`src/rtl/iccm_arbiter.sv`:
```
// rtl/iccm_arbiter.sv - ICCM SRAM sharing between boot programmer writes and fetch reads.
// Optional performance counters are built when ICCM_ARB_PERF_EN is defined.
module iccm_arbiter #(
   parameter int unsigned AddrWidth = 12,
   parameter int unsigned DataWidth = 32,
   parameter int unsigned FifoDepth = 4,
   parameter int unsigned StarveMax = 8
) (
   input  logic                 clock,
   input  logic                 reset,
   input  logic                 prog_we_i,
   input  logic [AddrWidth-1:0] prog_addr_i,
   input  logic [DataWidth-1:0] prog_wdata_i,
   input  logic                 prog_done_i,
   input  logic                 fetch_req_i,
   input  logic [AddrWidth-1:0] fetch_addr_i,
   output logic                 fetch_gnt_o,
   output logic                 fetch_rvalid_o,
   output logic [DataWidth-1:0] fetch_rdata_o,
   output logic                 mem_req_o,
   output logic                 mem_we_o,
   output logic [AddrWidth-1:0] mem_addr_o,
   output logic [DataWidth-1:0] mem_wdata_o,
   input  logic [DataWidth-1:0] mem_rdata_i,
   output logic                 core_hold_o,
   output logic                 prog_overflow_o
`ifdef ICCM_ARB_PERF_EN
   ,
   output logic [31:0]          perf_reads_o,
   output logic [31:0]          perf_writes_o,
   output logic [31:0]          perf_stalls_o
`endif
);

   localparam int unsigned PtrW = $clog2(FifoDepth);
   localparam int unsigned CntW = $clog2(FifoDepth + 1);
   localparam int unsigned StW  = $clog2(StarveMax + 1);

   typedef enum logic [1:0] {
      ST_HOLD  = 2'd0,
      ST_DRAIN = 2'd1,
      ST_RUN   = 2'd2
   } state_e;

   state_e              state_q, state_d;
   logic [PtrW-1:0]     wr_ptr_q, rd_ptr_q;
   logic [CntW-1:0]     count_q, count_d;
   logic [StW-1:0]      starve_q, starve_d;
   logic                rvalid_q;
   logic                overflow_q, overflow_d;
   logic [AddrWidth-1:0] fifo_addr_q [FifoDepth];
   logic [DataWidth-1:0] fifo_data_q [FifoDepth];

   logic fifo_empty, fifo_full, pop, push, gnt, hold;

   always_comb begin
      fifo_empty = (count_q == '0);
      fifo_full  = (count_q == CntW'(FifoDepth));
      pop        = 1'b0;
      gnt        = 1'b0;
      hold       = 1'b1;
      state_d    = state_q;

      unique case (state_q)
         ST_HOLD, ST_DRAIN: pop = !fifo_empty;
         ST_RUN: begin
            hold = 1'b0;
            if (!fifo_empty && (starve_q == StW'(StarveMax))) begin
               pop = 1'b1;
            end else if (fetch_req_i) begin
               gnt = 1'b1;
            end else if (!fifo_empty) begin
               pop = 1'b1;
            end
         end
         default: ;
      endcase

      // A pop frees a slot in the same cycle, so a push at full is legal then.
      push       = prog_we_i && (!fifo_full || pop);
      overflow_d = overflow_q | (prog_we_i && fifo_full && !pop);

      count_d = count_q;
      if (push && !pop) begin
         count_d = count_q + 1'b1;
      end else if (pop && !push) begin
         count_d = count_q - 1'b1;
      end

      starve_d = starve_q;
      if (fifo_empty || pop) begin
         starve_d = '0;
      end else if (gnt && (starve_q != StW'(StarveMax))) begin
         starve_d = starve_q + 1'b1;
      end

      unique case (state_q)
         ST_HOLD: begin
            if (prog_done_i) begin
               state_d = (count_d == '0) ? ST_RUN : ST_DRAIN;
            end
         end
         ST_DRAIN: begin
            if (count_d == '0) begin
               state_d = ST_RUN;
            end
         end
         ST_RUN:  state_d = ST_RUN;
         default: state_d = ST_HOLD;
      endcase
   end

   always_ff @(posedge clock) begin
      if (reset) begin
         state_q    <= ST_HOLD;
         wr_ptr_q   <= '0;
         rd_ptr_q   <= '0;
         count_q    <= '0;
         starve_q   <= '0;
         rvalid_q   <= 1'b0;
         overflow_q <= 1'b0;
      end else begin
         state_q    <= state_d;
         count_q    <= count_d;
         starve_q   <= starve_d;
         rvalid_q   <= gnt;
         overflow_q <= overflow_d;
         if (push) begin
            wr_ptr_q <= wr_ptr_q + 1'b1;
         end
         if (pop) begin
            rd_ptr_q <= rd_ptr_q + 1'b1;
         end
      end
   end

   always_ff @(posedge clock) begin
      if (push) begin
         fifo_addr_q[wr_ptr_q] <= prog_addr_i;
         fifo_data_q[wr_ptr_q] <= prog_wdata_i;
      end
   end

   assign fetch_gnt_o     = gnt;
   assign fetch_rvalid_o  = rvalid_q;
   assign fetch_rdata_o   = rvalid_q ? mem_rdata_i : '0;
   assign mem_req_o       = pop | gnt;
   assign mem_we_o        = pop;
   assign mem_addr_o      = pop ? fifo_addr_q[rd_ptr_q] : (gnt ? fetch_addr_i : '0);
   assign mem_wdata_o     = pop ? fifo_data_q[rd_ptr_q] : '0;
   assign core_hold_o     = hold;
   assign prog_overflow_o = overflow_q;

`ifdef ICCM_ARB_PERF_EN
   logic [31:0] perf_reads_q, perf_writes_q, perf_stalls_q;

   always_ff @(posedge clock) begin
      if (reset) begin
         perf_reads_q  <= '0;
         perf_writes_q <= '0;
         perf_stalls_q <= '0;
      end else begin
         if (gnt && (perf_reads_q != '1)) begin
            perf_reads_q <= perf_reads_q + 1'b1;
         end
         if (pop && (perf_writes_q != '1)) begin
            perf_writes_q <= perf_writes_q + 1'b1;
         end
         if (fetch_req_i && !gnt && (perf_stalls_q != '1)) begin
            perf_stalls_q <= perf_stalls_q + 1'b1;
         end
      end
   end

   assign perf_reads_o  = perf_reads_q;
   assign perf_writes_o = perf_writes_q;
   assign perf_stalls_o = perf_stalls_q;
`endif

endmodule

```
`config.mk`:
```
export PLATFORM = sky130hd
export DESIGN_NAME = iccm_arbiter
export DESIGN_NICKNAME = d
export VERILOG_FILES = /design/src/rtl/iccm_arbiter.sv
export SDC_FILE = /design/constraint.sdc
export NUM_CORES = 1
export LEC_CHECK = 0
export ABC_AREA = 1
export BUFFER_PORTS_ARGS = -buffer_cell sky130_fd_sc_hd__buf_2
export CAP_MARGIN = 10
export CORE_AREA = 3 3 139 141
export DETAILED_ROUTE_END_ITERATION = 6
export DIE_AREA = 0 0 142 144
export PLACE_DENSITY = 0.7
export SKIP_LAST_GASP = 1
export SYNTH_ARGS = -nofsm -noshare
export SYNTH_HDL_FRONTEND = slang
export SYNTH_SLANG_ARGS = --single-unit
```
`constraint.sdc`:
```
create_clock -name clock -period 3.78 [get_ports clock]
set_input_delay 0.189 -clock clock [delete_from_list [all_inputs] [get_ports clock]]
set_output_delay 0.189 -clock clock [all_outputs]
set_load 0.1 [all_outputs]
```
==> metrics.txt <==
kind of critical path=flop to output port; number of global-route vias before repair=about 5700; CP Max Fanout=40; grt total ovfl=0; initial antenna violation count=1; number of nets with antenna violations after routing=0; clock latency on the worst-skew pair=around 0.43 ns; pin count of the biggest net entering global routing=47; number of enable flip-flop cells after synthesis=176; slew margin rel.=36.2%; register clock-pin slew on the reported worst setup and hold paths=0.07 ns; status=complete, no violations; Clk Tree Root Cell=sky130_fd_sc_hd__clkbuf_16; number of vias per cell after detailed routing=4.98; Period minus WS final=3.32 ns; hold violation count in the final report=0; Netlist Area Pre-Place=~8200 um^2; total number of nets in the final design=1056; ranking of synthesized cells by instance count=sky130_fd_sc_hd__nor2_1 (179), sky130_fd_sc_hd__edfxtp_1 (176), sky130_fd_sc_hd__o21ai_0 (84); max capacitance violation total=0; worst setup skew after layout=0.0130 ns; DP Worst Slack=0.852 ns; register area share after synthesis=between 60% and 70%; global placer's final weighted congestion=0.765; transition time at the pin with the least slew margin=0.955 ns; CTS Sinks=a little under 200; global-route usage over all layers=approximately 18%; unrepaired setup endpoints after global routing=no; reg2reg end=fifo_data_q[3][28]$_DFFE_PP_; die width=142 um; total half-perimeter wirelength after legalization and detailed placement=11900 um; Primary FF master, synth=sky130_fd_sc_hd__edfxtp_1; total detailed-routing wirelength=approximately 19000 um; hold path start=prog_we_i; endpoint required time on the critical path=roughly 3.6 ns; synthesis-stage register bit count=193; synth-to-layout area growth=26.2%; average cell area after synthesis=between 10 and 15 um^2; startpoint of the lowest-slack register-to-register path=count_q[0]$_SDFF_PP0_; asr flop ratio synth=0%; leading cell types by total area after synthesis=sky130_fd_sc_hd__edfxtp_1 (65%), sky130_fd_sc_hd__nor2_1 (8.2%), sky130_fd_sc_hd__o21ai_0 (5.2%); via count of the routed design=about 5900; number of buffers added by the clock tree synthesis step=17; Fmax achieved=301 MHz; detailed-route wire length per cell=15.6 um; utilization after layout=56.9%; Setup-failing EPs final=0; Hold Path Stages=3; count of distinct cell types in the synthesized netlist=29; Core ar.=18100 um^2; cell type contributing the most total cell area after synthesis=sky130_fd_sc_hd__edfxtp_1; endpoint class of the critical path=output port; synth warn=0; CTS tree=yes; Hold Path Class=input pin to flop; kind of start point of the critical path=flop; Starting Density=45.1%; gate count after technology mapping=about 740; number of max-slew violations in the final report=0; setup slack on the worst flop-to-flop path=1.05 ns; row count=between 40 and 50; Final Worst Setup Slack=0.463 ns; Worst Reg-to-Reg Cells=10; count of routing violations after the opening detailed-route iteration=between 500 and 600; number of primary I/O pins=175; most common cell in the netlist=sky130_fd_sc_hd__nor2_1; number of buffers inserted by port buffering=174; ratio of final minimum period to clock period=87.8%; Worst Hold Endpoint=prog_overflow_o$_SDFF_PP0_; proportion of layout cells with a drive suffix above 1=25.2%; number of H-tree levels=4; Synth Net Count=around 850; Arrival @ worst endpoint=~3.1 ns; count of TritonRoute iterations in the first routing pass=4; # DRC=0; setup TNS=0 ns; vertical die dimension=144 um; wire length of the first global-routing pass=28500 um; number of diodes added for antenna fixing=0; fraction of synthesized cell area taken by the top area cell type=about two thirds; overall die area=20400 um^2; CTS max path bufs=2
metrics by stage:
step	instance area (um^2)	hold slack, ns	cells
after global placement	9320	0.404	1116
after floorplan	8160	0.265	739
after CTS	10300	0.0653	1192
after global routing	10300	0.104	1192
after detailed placement	9320	0.410	1116
final	10300	0.0870	1192
cells by family after synthesis:
logic type               synth area share [%]
buffers and inverters                    4.77
AO/OA/AOI/OAI                            9.68
flip-flops                               69.0
XOR/XNOR                                0.430
AND/OR/NAND/NOR                          14.2
adder cells (fa/ha/maj)                  1.99
sequential cells by signal, summed over array words and instances (netlist names), named ones only:
name	flops
fifo_data_q	128
fifo_addr_q	48
starve_q	4
count_q	3
rd_ptr_q	2
state_q	2
wr_ptr_q	2
fetch_rvalid_o	1
prog_overflow_o	1
cells in the final DEF, fill, tap and decap left out, types with 8 or more instances in the layout:
master | synthesis | final
sky130_fd_sc_hd__a21oi_1 | 47 | 47
sky130_fd_sc_hd__a31oi_1 | 8 | 8
sky130_fd_sc_hd__buf_2 | 8 | 174
sky130_fd_sc_hd__buf_4 | 0 | 11
sky130_fd_sc_hd__clkbuf_16 | 0 | 17
sky130_fd_sc_hd__dfxtp_1 | 17 | 15
sky130_fd_sc_hd__dlygate4sd3_1 | 0 | 44
sky130_fd_sc_hd__edfxtp_1 | 176 | 176
sky130_fd_sc_hd__ha_1 | 13 | 13
sky130_fd_sc_hd__inv_1 | 58 | 57
sky130_fd_sc_hd__nand2_1 | 70 | 70
sky130_fd_sc_hd__nand3_1 | 10 | 10
sky130_fd_sc_hd__nor2_1 | 179 | 175
sky130_fd_sc_hd__o21ai_0 | 84 | 84
final cells by class:
type / instances / area [um^2]
tap: 229 / 287
clock inverter: 15 / 109
inverter: 62 / 233
fill: 1508 / 7790
clock buffer: 17 / 425
multi-input combinational: 445 / 2170
sequential: 193 / 5630
timing repair buffer: 231 / 1430
per-layer routing:
metal | track usage [%] | part of all wire [%]
met1 | 21.6 | 41
met2 | 31.7 | 50
met3 | 5.09 | 7.0
met4 | 5.91 | 1.9
met5 | 0 | 0.048
worst max-delay path: stages (launching register included):
cell	delay [ns]
sky130_fd_sc_hd__dfxtp_2	0.93
sky130_fd_sc_hd__inv_2	0.56
sky130_fd_sc_hd__a32o_1	0.43
sky130_fd_sc_hd__o21ai_0	0.27
sky130_fd_sc_hd__buf_2	0.49
worst max path at each step:
stage,endpoint
CTS,mem_addr_o[7]
global route,mem_addr_o[7]
floorplan,fifo_addr_q[0][0]$_DFFE_PP_
detailed placement,mem_addr_o[9]
global placement,mem_addr_o[9]
finish,mem_addr_o[7]
timing repair:
item	CTS	global route
setup endpoints to repair	0	0
resized for setup	0	0
setup buffers	0	0
hold endpoints to repair	174	0
hold buffers	44	0
Power is not shown: default switching activity piles up to over one toggle a cycle in this logic, so the estimate is an artifact.
